`src/rtl/cavlc_fifo_pkg.sv`:
```
// Shared FIFO definitions for the reader- and writer-side controllers.
// Default geometry is 16-bit words, depth 8, one wrap bit on each pointer.
package cavlc_fifo_pkg;

    localparam int DEF_DATA_W = 16;
    localparam int DEF_ADDR_W = 3;
    localparam int DEF_PTR_W  = DEF_ADDR_W + 1;

    typedef enum logic {
        IDLE   = 1'b0,
        STREAM = 1'b1
    } rd_state_e;

    // Occupancy from two wrap-bit pointers; modulo arithmetic handles the wrap.
    function automatic logic [DEF_PTR_W-1:0] ptrDiff(input logic [DEF_PTR_W-1:0] wr,
                                                     input logic [DEF_PTR_W-1:0] rd);
        return wr - rd;
    endfunction

endpackage

```
`src/rtl/fifo_rd_outreg.sv`:
```
// Output holding register for the FIFO reader: IDLE/STREAM valid-ready handshake.
// Loads a new word on every pop, including back-to-back with an accept.
module fifo_rd_outreg
    import cavlc_fifo_pkg::*;
#(
    parameter int DATA_W = DEF_DATA_W
) (
    input  logic              Clk,
    input  logic              nReset,
    input  logic              Flush,
    input  logic              Pop,
    input  logic              OutReady,
    input  logic [DATA_W-1:0] MemData,
    output logic [DATA_W-1:0] OutData,
    output logic              OutValid
);

    rd_state_e state, stateNext;
    logic      loadData;

    always_ff @(posedge Clk or negedge nReset) begin
        if (!nReset) state <= IDLE;
        else         state <= stateNext;
    end

    always_comb begin
        stateNext = state;
        loadData  = 1'b0;
        case (state)
            IDLE: begin
                if (Pop) begin
                    stateNext = STREAM;
                    loadData  = 1'b1;
                end
            end
            STREAM: begin
                // Pop in STREAM implies the current word is being accepted.
                if (Pop)           loadData  = 1'b1;
                else if (OutReady) stateNext = IDLE;
            end
            default: stateNext = IDLE;
        endcase
        if (Flush) begin
            stateNext = IDLE;
            loadData  = 1'b0;
        end
    end

    // Flush drops OutValid but leaves the stale word in place.
    always_ff @(posedge Clk or negedge nReset) begin
        if (!nReset)       OutData <= '0;
        else if (loadData) OutData <= MemData;
    end

    assign OutValid = (state == STREAM);

endmodule

```
`src/rtl/fifo_read_ctrl.sv`:
```
// FIFO read-side controller: read pointer, empty/overrun detection, output register.
// Define FIFO_RD_LEVEL_EN to expose the Level and AlmostEmpty ports.
module fifo_read_ctrl
    import cavlc_fifo_pkg::*;
#(
    parameter  int DATA_W = DEF_DATA_W,
    parameter  int ADDR_W = DEF_ADDR_W,
    localparam int PTR_W  = ADDR_W + 1
) (
    input  logic              Clk,
    input  logic              nReset,
    input  logic [PTR_W-1:0]  WrPtr,
    input  logic [DATA_W-1:0] MemData,
    output logic [ADDR_W-1:0] AddrRead,
    output logic              OE,
    output logic [PTR_W-1:0]  RdPtr,
    input  logic              Flush,
    output logic [DATA_W-1:0] OutData,
    output logic              OutValid,
    input  logic              OutReady,
    output logic              Empty,
    output logic              Overrun
`ifdef FIFO_RD_LEVEL_EN
    ,
    output logic [PTR_W-1:0]  Level,
    output logic              AlmostEmpty
`endif
);

    localparam logic [PTR_W-1:0] DEPTH = PTR_W'(1) << ADDR_W;

    logic             pop;
    logic [PTR_W-1:0] fillLevel;

    assign fillLevel = WrPtr - RdPtr;
    assign Empty     = (RdPtr == WrPtr);
    assign pop       = !Empty && !Flush && (!OutValid || OutReady);
    assign OE        = pop;
    assign AddrRead  = RdPtr[ADDR_W-1:0];

    always_ff @(posedge Clk or negedge nReset) begin
        if (!nReset)    RdPtr <= '0;
        else if (Flush) RdPtr <= WrPtr;
        else if (pop)   RdPtr <= RdPtr + PTR_W'(1);
    end

    // More than DEPTH words outstanding means the writer lapped us.
    always_ff @(posedge Clk or negedge nReset) begin
        if (!nReset)                Overrun <= 1'b0;
        else if (fillLevel > DEPTH) Overrun <= 1'b1;
    end

`ifdef FIFO_RD_LEVEL_EN
    assign Level       = fillLevel;
    assign AlmostEmpty = (fillLevel <= PTR_W'(1));
`else
    // Without the level ports, occupancy feeds only the overrun detector.
`endif

    fifo_rd_outreg #(
        .DATA_W (DATA_W)
    ) uOutReg (
        .Clk      (Clk),
        .nReset   (nReset),
        .Flush    (Flush),
        .Pop      (pop),
        .OutReady (OutReady),
        .MemData  (MemData),
        .OutData  (OutData),
        .OutValid (OutValid)
    );

endmodule

```
`config.mk`:
```
export PLATFORM = sky130hd
export DESIGN_NAME = fifo_read_ctrl
export DESIGN_NICKNAME = d
export VERILOG_FILES = /design/src/rtl/cavlc_fifo_pkg.sv /design/src/rtl/fifo_rd_outreg.sv /design/src/rtl/fifo_read_ctrl.sv
export SDC_FILE = /design/constraint.sdc
export NUM_CORES = 1
export LEC_CHECK = 0
export CORE_MARGIN = 2
export CORE_UTILIZATION = 37
export DETAILED_ROUTE_END_ITERATION = 16
export GPL_TIMING_DRIVEN = 0
export MAX_ROUTING_LAYER = met4
export PLACE_DENSITY_LB_ADDON = 0.05
export SLEW_MARGIN = 20
export SYNTH_ARGS = -nofsm -noshare
export SYNTH_HDL_FRONTEND = slang
export SYNTH_SLANG_ARGS = --single-unit
```
`constraint.sdc`:
```
create_clock -name Clk -period 2.3 [get_ports Clk]
set_input_delay 0.575 -clock Clk [delete_from_list [all_inputs] [get_ports Clk]]
set_output_delay 0.575 -clock Clk [all_outputs]
set_load 0.02 [all_outputs]
```
Word-level counts from Yosys, hierarchy flattened:

Cells that the tools add are included.

* bits in registers: 22
* output and inout port bits: 27

* add/sub/neg operators: 2
* eq/ne operators: 1
* reduce and logical (&&, ||, !) cells: 7
* mux-type cells: 8
* bitwise operators: 1
* order comparisons: 1

Operator list (count)
* $mux 4: 2
* $mux 1: 5
* $add 4x1->4 const B: 1
* $eq 4x4->1: 1
* $gt 4x4->1 const B: 1
* $sub 4x4->4: 1
* $logic_not 1->1: 3
* $logic_and 1x1->1: 2
* $pmux 1 s2: 1
* $reduce_bool 2->1: 1
* $logic_or 1x1->1: 1
* $not 1->1: 1

Depth between registers and ports, before layout:

Gate-level depths: netlist (run 1).

* word-level depth: 7
* depth in mapped cells: 7

Hierarchy:

A second synthesis (run 1) with hierarchy kept.

* cells, all modules: 87
* area total of the unflattened synthesis: 1126.1 sq um

Modules (own cells, without submodules)
* fifo_rd_outreg: instances 1, area each 703.2 sq um, cells each 39
* fifo_read_ctrl: instances 1, area each 422.9 sq um, cells each 48

Worst setup path after synthesis (run 1):

No wires, ideal clock.

* path type: register to output
* start: register RdPtr[2]
* end: output port OE
* arrival: 1854 ps
* data required time: 1725 ps
* stages on the path, launching flop included: 7
* setup slack: -129 ps
* buffers on the path: 2
* cell sequence: dfrtp_1 -> inv_1 -> ha_1 -> and3_1 -> clkbuf_1 -> a211oi_4 -> buf_6

* word-level cells in the longest chain between the ends: 4

Ends and longest elaborated chain
* from (decl): line fifo_read_ctrl.sv:16 `output logic [PTR_W-1:0] RdPtr,`
* from (signal assigned): line fifo_read_ctrl.sv:43 `else if (Flush) RdPtr <= WrPtr;`
* from (signal assigned): line fifo_read_ctrl.sv:44 `else if (pop) RdPtr <= RdPtr + PTR_W'(1);`
* $eq 4x4->1: line fifo_read_ctrl.sv:36 `assign Empty = (RdPtr == WrPtr);`
* $logic_not 1->1: line fifo_read_ctrl.sv:37 `assign pop = !Empty && !Flush && (!OutValid || OutReady);`
* $logic_and 1x1->1 (2 in a row): line fifo_read_ctrl.sv:37
* to (decl): line fifo_read_ctrl.sv:15 `output logic OE,`

No other way between the ends.

Final worst setup path (run 1):

* start: input port OutReady
* end: output port OE

* word-level cells in the longest chain between the ends: 2

Ends and longest elaborated chain
* from (decl): line fifo_read_ctrl.sv:20 `input logic OutReady,`
* $logic_or 1x1->1: line fifo_read_ctrl.sv:37
* $logic_and 1x1->1: line fifo_read_ctrl.sv:37

No other way between the ends.

==> flow_summary.yaml, run 1 <==
power:
  peakVddDrop_uv: 399
  cellLeakagePower_nw: 0.774
  power_density_nw_per_um2: 751
timing:
  period_needed_ps: 2260
  hold_viol_final: 0
  worst_pin_slew_ps: 972
  max_freq_mhz: 443
  drv_slew: 0
  min_period_over_period_pct: 98.2
  fin_ws_ps: 41.3
  grt_setup_unrepaired: "no"
  tns_ps: 0
  finClkSkew_ps: 9.36
  slew_headroom_pct: 35.0
  setup_violations: 0
die:
  fp.dieArea_um2: 3530
  start_util_pct: 38.1
  ios: 51
  die_y_um: 59.4
  fp-row-count: 20
  die_w_um: 59.4
  coreArea_um2: 2980
route:
  drtAntennaViolNets: 0
  drt_iter0_markers: 21
  vias_per_cell: 5.09
  wl_per_cell_um: 13.3
  vias: 983
  drt-pass1-iter-count: 4
  drc: 0
  wirelength_um: 2560
critical_path:
  cp-end-kind: "primary output"
  r2r_cells: 8
  cp.required_ps: 1730
  setup.worst_path.start: "OutReady"
  crit_fanout: 4
  r2r_end: "uOutReg.OutData[3]$_DFFE_PN0P_"
  worstSetupPathType: "primary input to primary output"
  cp-start-kind: "primary input"
  rrSetupSlack_ps: 330
  cp.arrival_ps: 1680
  r2r_start: "RdPtr[1]$_DFFE_PN0P_"
synthesis:
  avgSynthCellArea_um2: 11.9
  yosysTopAreaCellShare_pct: 48.5
  yosys_register_bits: 22
  syn_inst: 95
  yosysSeqAreaShare_pct: 48.5
  yosys_warnings: 0
  synth_top_area_cell: "dfrtp_1"
  yosysUniqueCellTypes: 30
  synth_nets: 123
  synth_area_leaders: "dfrtp_1, mux2_2, ha_1, nand3_1, buf_4"
  syn_area_um2: 1130
placement:
  dp.cells: 178
  io_buffer_count: 50
  gp_congestion: 0.759
  place_area_um2: 1720
  dp_slack_ps: -1240
  dp_hpwl_um: 1970
cells_and_area:
  final_common_cell: "clkdlybuf4s50_1"
  fillers: 254
  final_nets: 189
  final_cell_area_um2: 1830
  syn_to_final_growth_pct: 61.4
  layout_common_cells: "clkdlybuf4s50_1, dfrtp_1, mux2_2"
  final_cells: 193
  diodes: 0
  multi_input_area_um2: 573
  seqCellArea_um2: 554
  drive_gt1_share_pct: 33.8
run_status:
  status: "finished, final reports clean"
clock_tree:
  cts.clk_slew.worst_paths_ps: 120
  cts_inserted_buffers: 3
  tritoncts: "done"
  cts_root_buffer: "clkbuf_4"
  cts.sinks: 22
  holdBufCountCts: 0
  clk_path_buf_depth: 2
  clkLatencyLatePin_ps: 300
  cts-htree-levels: 1
grt:
  antenna_found_initial: 0
  grt_pass1_vias: 1001
  overflow: 0
  track_usage_pct: 17.0
  grt_max_degree: 23
  grt_pass1_wl_um: 4410
hold_path:
  hold_class: "flop to flop"
  holdPathStages: 1
  hp-start: "uOutReg.OutData[1]$_DFFE_PN0P_"
  whs_endpoint: "uOutReg.OutData[1]$_DFFE_PN0P_"
job:
  cap_violations: 0
where the power goes:
| part | internal, W | switching, W |
|---|---|---|
| combinational | 0.000375 | 0.000312 |
| clock | 0.0000674 | 0.000107 |
| sequential | 0.000464 | 0.0000498 |
sequential cells by signal (all words and copies together) (netlist names):
register / flops
Overrun: 1
uOutReg.OutValid: 1
RdPtr: 4
uOutReg.OutData: 16
critical path, cell delays in order:
cell	delay, ps
clkdlybuf4s50_1	520
nor2b_2	90
a211oi_4	260
buf_6	140
buf_6	100
how the worst max path moves through the flow:
stage	endpoint	slack, ps
after detailed placement	OE	-1240
final	OE	40
after global placement	OE	-1270
after global routing	OE	4
after floorplan	OE	5
after CTS	OE	-9
cells in the mapped netlist (all sizes together):
master,number
o311ai,1
nand3,5
mux2,16
a22oi,1
o311a,1
inv,6
a21oi,2
nor4bb,1
or3b,1
nor2b,3
xnor2,2
nor2,3
o2111a,2
nand2,3
a221oi,2
ha,4
or4,1
buf,4
o211ai,1
xor2,1
a22o,1
o2111ai,2
a211oi,1
nand2b,2
and3,3
o21ai,1
nor3,1
clkbuf,2
dfrtp,22
metal layers:
layer	up-vias	wire length, um	track usage, %	part of all wire [%]
met5	-	0	-	0
met4	0	15	4.87	0.59
met3	2	157	3.71	6.1
met2	28	1290	29.2	51
met1	476	1090	19.7	43
li1	477	-	-	-
cell type report:
type / count / share of cell area (%)
inverters: 6 / 1.23
plain buffers: 5 / 2.05
repair buffers: 62 / 31.5
clock buffers: 4 / 1.43
multi-input cells: 61 / 31.3
well taps: 33 / 2.25
flip-flops and latches: 22 / 30.3
per-stage QoR:
| stage | hold WS [ps] | total power [W] | util, % |
|---|---|---|---|
| 2_1_floorplan | 279 | 0.000868 | - |
| 3_3_place_gp | 489 | 0.00114 | 57.6 |
| 3_5_place_dp | 495 | 0.00116 | 57.6 |
| 4_1_cts | 524 | 0.00138 | 60.9 |
| 5_1_grt | 539 | 0.00147 | 61.5 |
| 6_report | 518 | 0.00138 | 61.5 |
kinds of logic after synthesis:
logic type                 count (synthesis)  share of synthesized area [%]
AOI/OAI and AO/OA                         15                           11.9
xor gates and xnor gates                   3                           2.32
adders and majority gates                  4                           4.41
buffers and inverters                     12                           5.62
DFF                                       22                           48.5
muxes                                     16                           15.9
and+or+nand+nor                           23                           11.4
repair_timing:
| action | CTS | global route |
|---|---|---|
| setup buffers | 10 | 2 |
| endpoints found under the setup margin | 18 | 1 |
| pin swaps | 5 | 3 |
| resized for setup | 28 | 2 |
(Power assumes the default switching activity.)
==> run 2: changes to the inputs <==
--- a/config.mk
+++ b/config.mk
@@ -6,11 +6,13 @@
 export NUM_CORES = 1
 export LEC_CHECK = 0
 export CORE_MARGIN = 2
-export CORE_UTILIZATION = 37
+export CORE_UTILIZATION = 40
+export CTS_CLUSTER_DIAMETER = 50
 export DETAILED_ROUTE_END_ITERATION = 16
 export GPL_TIMING_DRIVEN = 0
 export MAX_ROUTING_LAYER = met4
 export PLACE_DENSITY_LB_ADDON = 0.05
+export REMOVE_ABC_BUFFERS = 1
 export SLEW_MARGIN = 20
 export SYNTH_ARGS = -nofsm -noshare
 export SYNTH_HDL_FRONTEND = slang
==> constraint.sdc (replaced) <==
create_clock -name Clk -period 2.25 [get_ports Clk]
set_input_delay 0.5625 -clock Clk [delete_from_list [all_inputs] [get_ports Clk]]
set_output_delay 0.5625 -clock Clk [all_outputs]
set_load 0.02 [all_outputs]
==> flow_summary.yaml, run 2 (same netlist as run 1, synthesis figures left out) <==
cells_and_area:
  final_cells: 183
  final_nets: 181
  diodes: 0
  drive_gt1_share_pct: 30.3
  largest_reg_flops: 16
  syn_to_final_growth_pct: 57.3
  regMostFlops: "uOutReg.OutData"
  largestRegisters: "uOutReg.OutData: 16 flops, RdPtr: 4 flops"
  layout_common_cells: "clkdlybuf4s50_1, dfrtp_1, mux2_2"
  final_common_cell: "clkdlybuf4s50_1"
  final_cell_area_um2: 1790
route:
  vias_per_cell: 5.34
  wl_per_cell_um: 14.7
  drc: 0
  drt_iter0_markers: 44
  wirelength_um: 2700
  vias: 977
  drt-pass1-iter-count: 4
  drtAntennaViolNets: 0
timing:
  grt_setup_unrepaired: "yes"
  period_needed_ps: 2250
  setup_violations: 1
  min_period_over_period_pct: 100
  max_freq_mhz: 444
  finClkSkew_ps: 8.73
  holdWs_ps: 177
  drv_slew: 0
  hold_viol_final: 0
  fin_ws_ps: -3.46
  worst_pin_slew_ps: 570
  tns_ps: -3.46
  slew_headroom_pct: 62.0
critical_path:
  cp.required_ps: 1690
  cp-start-kind: "primary input"
  cp.arrival_ps: 1690
  crit_fanout: 5
  worstSetupPathType: "primary input to primary output"
  cp-end-kind: "primary output"
run_status:
  violations: "negative setup slack"
  status: "finished with violations"
die:
  fp-row-count: 19
  fp.dieArea_um2: 3280
  start_util_pct: 41.5
  die_w_um: 57.3
  ios: 51
  die_y_um: 57.3
  coreArea_um2: 2730
clock_tree:
  cts.sinks: 22
  cts_root_buffer: "clkbuf_4"
  cts.clk_slew.worst_paths_ps: 140
  cts-htree-levels: 1
  tritoncts: "done"
  cts_inserted_buffers: 3
  clk_path_buf_depth: 2
  holdBufCountCts: 0
  clkLatencyLatePin_ps: 320
power:
  peakVddDrop_uv: 625
  cellLeakagePower_nw: 0.750
  power_density_nw_per_um2: 846
grt:
  grt_max_degree: 23
  grt_pass1_vias: 1014
  grt_pass1_wl_um: 4630
  track_usage_pct: 18.9
  antenna_found_initial: 0
  overflow: 0
placement:
  place_area_um2: 1630
  dp_hpwl_um: 1830
  gp_congestion: 0.804
  dp.cells: 170
  dp_slack_ps: -1490
  io_buffer_count: 50
job:
  cap_violations: 0
hold_path:
  hold_class: "primary input to asynchronous set/reset pin"
## run 2: cell types whose count changed in the layout (fill, tap and decap cells not counted), moves of 2 or more
cell | before | now
clkbuf_1 | 2 | 0
clkdlybuf4s50_1 | 44 | 42
buf_4 | 15 | 10
dfrtp_1 | 19 | 21
dfrtp_2 | 3 | 1
## run 2: where the power goes
part	internal (W)	switching (W)	leakage [nW]
clock network	0.000180	0.000133	0.0279
registers	0.000473	0.0000441	0.254
logic	0.000360	0.000321	0.469
## run 2: final cells by class
class,instances,area [um^2]
Fill cell,233,948
Multi-Input combinational cell,61,571
Sequential cell,22,552
Timing Repair Buffer,59,549
Tap cell,31,38.8
Clock inverter,1,30.0
Clock buffer,3,22.5
Inverter,6,22.5
## run 2: worst max-delay path, stage by stage
cell	delay, ps
clkdlybuf4s15_1	230
ha_4	260
and3_4	170
a211oi_4	300
buf_6	160
## run 2: per-stage QoR
| stage | util, % | power (W) |
|---|---|---|
| floorplan | - | 0.000845 |
| global placement | 59.7 | 0.00112 |
| detailed placement | 59.7 | 0.00113 |
| CTS | 64.8 | 0.00150 |
| global route | 65.3 | 0.00160 |
| finish | 65.3 | 0.00151 |
## run 2: path summary, 6_finish.rpt
| kind | start | end | slack [ps] | depth (start not counted) |
|---|---|---|---|---|
| hold reg to reg | uOutReg.OutData[3]$_DFFE_PN0P_ | uOutReg.OutData[3]$_DFFE_PN0P_ | 520 | 1 |
| min in group Clk | uOutReg.OutData[3]$_DFFE_PN0P_ | uOutReg.OutData[3]$_DFFE_PN0P_ | 520 | 1 |
| max in group asynchronous | nReset | RdPtr[0]$_DFFE_PN0P_ | 1720 | 1 |
| hold / removal | nReset | RdPtr[1]$_DFFE_PN0P_ | 180 | 1 |
| setup / recovery | WrPtr[2] | OE | -3 | 5 |
| setup reg to reg | RdPtr[1]$_DFFE_PN0P_ | uOutReg.OutData[10]$_DFFE_PN0P_ | 200 | 7 |
## run 2: per-layer routing
layer / global-route usage [%] / part of all wire, % / wire, um
met1: 25.3 / 45 / 1210
met3: 2.49 / 6.0 / 161
met5: - / 0 / 0
met2: 28.4 / 47 / 1270
met4: 9.63 / 2.0 / 54
## run 2: timing repair
item	4_1_cts	5_1_grt
gates cloned	0	0
endpoints found under the hold margin	0	0
endpoints found under the setup margin	18	2
pin swaps	5	5
gates resized for setup	30	3
setup buffers	5	4
==> run 3: changes to the inputs <==
--- a/config.mk
+++ b/config.mk
@@ -13,6 +13,7 @@
 export MAX_ROUTING_LAYER = met4
 export PLACE_DENSITY_LB_ADDON = 0.05
 export REMOVE_ABC_BUFFERS = 1
+export SETUP_SLACK_MARGIN = 0.15
 export SLEW_MARGIN = 20
 export SYNTH_ARGS = -nofsm -noshare
 export SYNTH_HDL_FRONTEND = slang
==> flow_summary.yaml, run 3 (same netlist as run 1, synthesis figures left out) <==
critical_path:
  cp-end-kind: "primary output"
  cp_top_family: "flip-flops"
  slowest_delay_ps: 450
  crit_buf_inv: 1
  crit_fanout: 5
  worstSetupPathType: "flop to primary output"
  path_cells: "ha_4, and3_4, a211oi_4, buf_6"
  cp.required_ps: 1690
  cp-start-kind: "flop"
  cp_slowest_cell: "dfrtp_2"
  cp.arrival_ps: 1670
timing:
  period_needed_ps: 2230
  hold_viol_final: 0
  finClkSkew_ps: 6.65
  min_period_over_period_pct: 99.3
  slew_headroom_pct: 61.1
  fin_ws_ps: 16.2
  max_freq_mhz: 448
  grt_setup_unrepaired: "yes"
  worst_pin_slew_ps: 583
  setup_violations: 0
  drv_slew: 0
placement:
  dp.cells: 170
  dp_slack_ps: -1490
  dp_hpwl_um: 1830
  io_buffer_count: 50
  gp_congestion: 0.804
cells_and_area:
  regMostFlops: "uOutReg.OutData"
  layout_common_cells: "clkdlybuf4s50_1, dfrtp_1, mux2_2"
  final_cells: 186
  diodes: 0
  largestRegisters: "uOutReg.OutData: 16 flops, RdPtr: 4 flops"
  final_nets: 184
  post-route-util_pct: 66.2
  final_common_cell: "clkdlybuf4s50_1"
  syn_to_final_growth_pct: 59.4
  drive_gt1_share_pct: 32.9
  largest_reg_flops: 16
grt:
  grt_max_degree: 23
  grt_pass1_wl_um: 4700
  busiest_layer: "met2"
  use_met2_pct: 28.7
  met1_usage_pct: 25.4
  track_usage_pct: 19.3
  grt.met3_usage_pct: 2.72
  grt_pass1_vias: 1030
  overflow: 0
  antenna_found_initial: 0
clock_tree:
  cts_root_buffer: "clkbuf_4"
  clkLatencyLatePin_ps: 320
  cts.clk_slew.worst_paths_ps: 130
  cts-htree-levels: 1
  cts.sinks: 22
  clk_path_buf_depth: 2
  tritoncts: "done"
  cts_inserted_buffers: 3
die:
  fp-row-count: 19
  fp.dieArea_um2: 3280
  start_util_pct: 41.5
  die_y_um: 57.3
  ios: 51
  die_w_um: 57.3
  coreArea_um2: 2730
route:
  drc: 0
  drt-pass1-iter-count: 4
  drt_iter0_markers: 28
  wirelength_um: 2730
  wl_per_cell_um: 14.7
  drtAntennaViolNets: 0
  vias: 978
  vias_per_cell: 5.26
job:
  cap_violations: 0
power:
  peakVddDrop_uv: 647
  cellLeakagePower_nw: 0.766
  power_density_nw_per_um2: 843
hold_path:
  hold_class: "primary input to asynchronous set/reset pin"
run_status:
  status: "finished, final reports clean"
-- run 3: worst paths after layout --
kind                                              endpoint                           start  cells past startpoint  slack [ps]
max                                                     OE            RdPtr[0]$_DFFE_PN0P_                      4          20
min                                   RdPtr[1]$_DFFE_PN0P_                          nReset                      1         180
max in group asynchronous             RdPtr[0]$_DFFE_PN0P_                          nReset                      1        1720
min reg2reg                 uOutReg.OutData[3]$_DFFE_PN0P_  uOutReg.OutData[3]$_DFFE_PN0P_                      1         520
min in group Clk            uOutReg.OutData[3]$_DFFE_PN0P_  uOutReg.OutData[3]$_DFFE_PN0P_                      1         520
max reg2reg                uOutReg.OutData[10]$_DFFE_PN0P_            RdPtr[0]$_DFFE_PN0P_                      6         200
-- run 3: report_power, final --
part	switching [W]	internal (W)	total [W]
Sequential	0.0000446	0.000473	0.000517
Clock	0.000131	0.000180	0.000312
Combinational	0.000326	0.000371	0.000697
Total	0.000502	0.00102	0.00153
-- run 3: layout make-up --
class | instances | area [um^2]
fillers | 229 | 925
clock inverters | 1 | 30.0
inverters | 6 | 22.5
multi-input cells | 61 | 573
repair buffers | 62 | 571
well taps | 31 | 38.8
flip-flops and latches | 22 | 552
clock buffers | 3 | 22.5
-- run 3: per-stage QoR --
step                hold slack (ps)  cell area (um^2)  setup TNS, ps  power [W]
floorplan                       267              1090          -4720   0.000845
global placement                488              1630         -13460    0.00112
detailed placement              495              1630         -13700    0.00113
CTS                             526              1810              0    0.00153
global route                    223              1810          -25.5    0.00161
finish                          180              1810              0    0.00153
-- run 3: repair_timing --
item	4_1_cts	5_1_grt
hold buffers	0	0
cloned	0	0
pin swaps	5	4
resized for setup	36	1
endpoints found under the setup margin	18	2
buffers inserted	11	1
-- run 3: per-layer routing --
metal	vias to the layer above	routed length, um
li1	468	-
met1	467	1230
met2	34	1270
met3	9	155
met4	0	76
met5	-	0
